File: src/rtl/tmds_word_align.sv
// tmds_word_align: rotates raw deserialised TMDS words by a bit slip that is searched
// autonomously (locking on control-token runs), with a manual slip override for debug.
module tmds_word_align #(
  parameter int WW = 10,
  parameter int SW = $clog2(WW),
  parameter logic [WW-1:0] CTL0 = 10'h354,
  parameter logic [WW-1:0] CTL1 = 10'h0ab,
  parameter logic [WW-1:0] CTL2 = 10'h154,
  parameter logic [WW-1:0] CTL3 = 10'h2ab,
  parameter int LOCK_CNT = 8,
  parameter int SEARCH_TO = 4096,
  parameter int LOSS_TO = 1 << 20
) (
  input  logic          i_clk,
  input  logic          i_reset_n,
  input  logic          i_manual,
  input  logic [SW-1:0] i_man_slip,
  input  logic [WW-1:0] i_word,
  output logic [WW-1:0] o_word,
  output logic          o_is_ctl,
  output logic [SW-1:0] o_slip,
  output logic          o_locked
);
  localparam int TMAX = (SEARCH_TO > LOSS_TO) ? SEARCH_TO : LOSS_TO;
  localparam int TW = $clog2(TMAX) + 1;
  localparam int RW = $clog2(LOCK_CNT + 1);
  localparam logic [SW-1:0] SMAX = SW'(WW - 1);

  typedef enum logic {SEARCH, LOCKED} state_t;

  state_t          r_state, w_state_nxt;
  logic [2*WW-1:0] r_hist;
  logic [WW-1:0]   w_cand, r_word;
  logic            r_is_ctl, w_match, w_hit, w_to;
  logic [SW-1:0]   r_slip, w_slip_adv, w_man_slip;
  logic [RW-1:0]   r_run, w_run_nxt;
  logic [TW-1:0]   r_tmr;

  // Low half of the history is the newest word, so a slip s pulls s bits from the older word.
  assign w_cand     = WW'(r_hist >> r_slip);
  assign w_match    = (w_cand == CTL0) || (w_cand == CTL1) || (w_cand == CTL2) || (w_cand == CTL3);
  assign w_run_nxt  = !w_match ? '0 : (r_run == RW'(LOCK_CNT)) ? r_run : r_run + 1'b1;
  assign w_hit      = w_run_nxt == RW'(LOCK_CNT);
  assign w_to       = r_tmr == ((r_state == LOCKED) ? TW'(LOSS_TO - 1) : TW'(SEARCH_TO - 1));
  assign w_slip_adv = (r_slip == SMAX) ? '0 : r_slip + 1'b1;
  assign w_man_slip = (i_man_slip > SMAX) ? SMAX : i_man_slip;

  always_ff @(posedge i_clk or negedge i_reset_n) begin
    if (!i_reset_n) r_state <= SEARCH;
    else            r_state <= w_state_nxt;
  end

  always_comb begin
    w_state_nxt = r_state;
    if (i_manual)  w_state_nxt = SEARCH;
    else if (w_hit) w_state_nxt = LOCKED;
    else if (w_to)  w_state_nxt = SEARCH;
  end

  always_comb begin
    o_locked = (r_state == LOCKED);
  end

  // A completed token run outranks a timeout landing on the same cycle.
  always_ff @(posedge i_clk or negedge i_reset_n) begin
    if (!i_reset_n) begin
      r_hist   <= '0;
      r_word   <= '0;
      r_is_ctl <= 1'b0;
      r_slip   <= '0;
      r_run    <= '0;
      r_tmr    <= '0;
    end else begin
      r_hist   <= {r_hist[WW-1:0], i_word};
      r_word   <= w_cand;
      r_is_ctl <= w_match;
      if (i_manual) begin
        r_slip <= w_man_slip;
        r_run  <= '0;
        r_tmr  <= '0;
      end else if (w_hit) begin
        r_run <= w_run_nxt;
        r_tmr <= '0;
      end else if (w_to) begin
        r_slip <= w_slip_adv;
        r_run  <= '0;
        r_tmr  <= '0;
      end else begin
        r_run <= w_run_nxt;
        r_tmr <= r_tmr + 1'b1;
      end
    end
  end

  assign o_word   = r_word;
  assign o_is_ctl = r_is_ctl;
  assign o_slip   = r_slip;
endmodule
File: config.mk
export PLATFORM = sky130hd
export DESIGN_NAME = tmds_word_align
export DESIGN_NICKNAME = d
export VERILOG_FILES = /design/src/rtl/tmds_word_align.sv
export SDC_FILE = /design/constraint.sdc
export NUM_CORES = 1
export LEC_CHECK = 0
export CORE_MARGIN = 2
export CORE_UTILIZATION = 52
export DETAILED_ROUTE_END_ITERATION = 8
export PLACE_DENSITY = 0.76
export SETUP_SLACK_MARGIN = 0.2
export SLEW_MARGIN = 20
export SYNTH_ARGS = -nofsm -noshare
export SYNTH_HDL_FRONTEND = slang
export SYNTH_SLANG_ARGS = --single-unit
File: constraint.sdc
create_clock -name i_clk -period 2.7 [get_ports i_clk]
set_input_delay 0.405 -clock i_clk [delete_from_list [all_inputs] [get_ports i_clk]]
set_output_delay 0.405 -clock i_clk [all_outputs]
set_load 0.02 [all_outputs]
==> out/metrics.csv, run 1 <==
stage;metric;value;unit
run_status;status;finished, violations left;
run_status;failing checks;negative setup slack;
route;Post-DRT Antenna Nets;0;
global_routing;met2 usage;39.63;%
critical_path;Crit path largest cell delay;490;ps
synth;FF+latch count, synth;61;
placement;RePlAce Congestion;0.9054;
synth;post-synthesis cell area;0.003431;mm2
floorplan;row cnt;29;
critical_path;critical path's slowest cell;dfrtp_4;
floorplan;area of the core;0.006350;mm2
sta;final worst slack;-90.89;ps
route;WL/cell;17.65;um
route;1st-iter DRT viols;254;
global_routing;vias in the first global route;2941;
critical_path;Max Fanout on Critical Path;7;
sta;Final Setup Violations;26;
placement;detailed-placement wirelength estimate;5532;um
run;max_cap viols;0;
power;P_sw;0.8639;mW
clocking;clk slew on worst S/H paths;60;ps
layout;post-route cell area;0.004538;mm2
clocking;maximum root-to-sink buffer count;2;
route;drt first pass iters;6;
route;drt drc;0;
power;clock network fraction of design power;31.1;%
synth;syn avg cell area;11.36;um2
synth;Post-Syn Nets;322;
power;Int Pwr;2.074;mW
sta;Max Slew Vio Count;0;
clocking;clock root cell;clkbuf_8;
sta;Tmin final;2791;ps
power;Design Power;2.938;mW
synth;Post-Synthesis Cells;302;
placement;DP Area;0.004119;mm2
floorplan;Ports;33;
layout;share of cells above drive strength 1;30.13;%
power;Combinational Power Share;33.1;%
worst_hold_path;hold crit path type;in2async;
critical_path;Critical Path RT;2920;ps
layout;non-filler cells, final;472;
sta;Clock Skew;6.871;ps
critical_path;CP Capture Type;register;
placement;DP Worst Slack;-188.9;ps
synth;synth warn;0;
sta;endpoints failing hold;0;
critical_path;Worst path top cell family by delay;compound AO/OA/AOI/OAI gates;
global_routing;first-pass GRT wire length;14210;um
placement;port bufs;32;
power;Max IR drop VDD;524.4;uV
route;vias;2856;
critical_path;critical path buffer and inverter count;3;
layout;ANT cells;0;
clocking;number of CTS-inserted buffers;9;
sta;crit share post-route;103.4;%
floorplan;die height;85.23;um
global_routing;GRT Total Usage;25.11;%
sta;Min Hold Slack;203.2;ps
clocking;Max H-tree Level;3;
clocking;worst skew pair latency;350;ps
synth;Synth area leader;dfrtp_1;
synth;top cells by area, synth;dfrtp_1 44%, mux4_2 8.5%, mux4_1 6.9%, nor3_1 2.8%, nand3_1 2.6%;
synth;Yosys top cell area share;44.49;%
sta;Max-slew headroom;49.22;%
floorplan;initial core utilization;54.03;%
sta;Tightest Pin Transition;761.7;ps
layout;Layout area overhead;32.28;%
sta;Setup TNS;-1620;ps
power;sequential power share;35.8;%
synth;Synth cell types;48;
route;Via density;6.051;
global_routing;M3 GR Usage;5.837;%
power;leakage;1.926;nW
floorplan;Die Wd;85.23;um
layout;layout net count;410;
critical_path;Worst R2R Start;o_slip[0];
floorplan;die area;0.007263;mm2
global_routing;largest net degree at the start of global routing;62;
sta;RSZ-0062 raised after global routing;yes;
clocking;Clock Sinks;61;
power;PwrDens;647.5;mW/mm2
critical_path;Worst Path Arrival;3010;ps
clocking;CTS tree;done;
sta;max frequency;358.3;MHz
critical_path;worst r2r path cells;10;
power;switching share of power;29.40;%
layout;fin util;71.47;%
critical_path;CP Launch Type;register;
global_routing;met1 Use GR;33.70;%
global_routing;GRT overflow;0;
critical_path;kind of critical path;reg2reg;
critical_path;crit path cell chain;buf_12 -> buf_6 -> mux4_2 -> a22o_4 -> a211oi_4 -> buf_4 -> nand4_1 -> or4_4 -> a21oi_4 -> o31ai_1;
critical_path;R2R Setup Slk;-90;ps
route;routed wire length;8329;um
synth;Seq/Total Area, Yosys;44.49;%
global_routing;initial antenna violation count;0;
global_routing;grt peak-use layer;met2;
critical_path;reg-to-reg endpoint;o_slip[1];
placement;Post-Place Cells;445;
[layer usage]
| metal | wire, um | vias to the layer above |
|---|---|---|
| met5 | 0 | - |
| met4 | 146 | 0 |
| met3 | 612 | 17 |
| met2 | 4077 | 144 |
| met1 | 3492 | 1379 |
| li1 | - | 1316 |
[synthesized netlist by cell type, drive strengths merged]
master	count
a22o	1
ha	3
mux4	22
a21boi	1
and4	3
nor2b	5
nor4	6
and3	10
o32a	1
o21ai	9
o2bb2ai	1
xnor2	10
o311ai	2
or3	1
mux2i	6
dfrtp	61
o22ai	2
a221oi	1
inv	15
a31oi	2
or4	2
nand2	20
o21a	1
nand4	5
nor3	23
a211oi	4
o31ai	1
a221o	1
a21oi	10
a21o	1
a32o	1
nor2	17
nand3	18
xor2	10
a22oi	6
buf	10
or4b	1
clkbuf	3
and2	6
[worst max path at each step]
| stage | depth (start not counted) | startpoint | endpoint |
|---|---|---|---|
| finish | 10 | o_slip[0] | o_slip[1] |
| global route | 9 | o_slip[0] | r_tmr[9] |
| CTS | 10 | o_slip[0] | r_tmr[7] |
| detailed placement | 8 | o_slip[0] | o_slip[1] |
| global placement | 9 | o_slip[0] | r_tmr[6] |
| floorplan | 9 | o_slip[0] | r_tmr[13] |
[worst reg2reg max path: cells and delay by family, from the launching register on]
family,cells,cell delay [ps]
AOI/OAI and AO/OA,4,710
and+or+nand+nor,2,610
DFF,1,490
muxes,1,430
buffers and inverters,3,420
[state kept, by name, indices dropped and copies added (netlist names)]
name	cells
r_hist	20
o_locked	1
o_is_ctl	1
r_tmr	21
r_run	4
o_slip	4
o_word	10
[repair_timing]
item | 4_1_cts | 5_1_grt
hold buffers | 0 | 0
gates resized for setup | 18 | 7
endpoints found under the setup margin | 31 | 31
buffers inserted | 10 | 1
pin swaps | 3 | 3
[power by group through the flow]
stage,clock network [mW],logic (mW),registers (mW)
after CTS,0.936,0.939,1.05
final,0.914,0.971,1.05
after detailed placement,0,0.850,1.08
after floorplan,0,0.402,1.12
after global routing,0.974,1.04,1.06
after global placement,0,0.839,1.08
[cells in the final DEF, fill, tap and decap left out, types with 10 or more instances in the layout]
cell and n:
dfrtp_1 58, buf_4 55, clkdlybuf4s50_1 31, nand2_1 20, nor3_1 18, inv_1 15, mux4_2 15, nor2_1 15
nand3_1 15, clkbuf_8 11, and3_1 10, xor2_1 10, xnor2_1 10
[cells by family after synthesis]
logic type      Yosys count  share of synthesized area (%)
simple gates            117                          18.24
flops                    61                          44.49
compound gates           45                          9.519
buf+inv                  28                          4.376
mux                      28                          17.18
xor+xnor                 20                          5.106
fa+ha+maj                 3                          1.094
[cell type report]
type,instances,area (um2)
sequential,61,1533
tap,77,96.34
multi-input combinational,213,1848
timing repair buffer,90,779.5
clock buffer,12,155.1
clock inverter,4,70.07
fill,435,1812
inverter,15,56.30
(Power assumes the default switching activity.)
==> run 2: changes to the inputs <==
--- a/config.mk
+++ b/config.mk
@@ -5,12 +5,12 @@
 export SDC_FILE = /design/constraint.sdc
 export NUM_CORES = 1
 export LEC_CHECK = 0
+export CAP_MARGIN = 20
 export CORE_MARGIN = 2
 export CORE_UTILIZATION = 52
 export DETAILED_ROUTE_END_ITERATION = 8
 export PLACE_DENSITY = 0.76
 export SETUP_SLACK_MARGIN = 0.2
-export SLEW_MARGIN = 20
 export SYNTH_ARGS = -nofsm -noshare
 export SYNTH_HDL_FRONTEND = slang
 export SYNTH_SLANG_ARGS = --single-unit
==> results of run 2 <==
Final layout, timing and power as in run 1 (identical DEF).
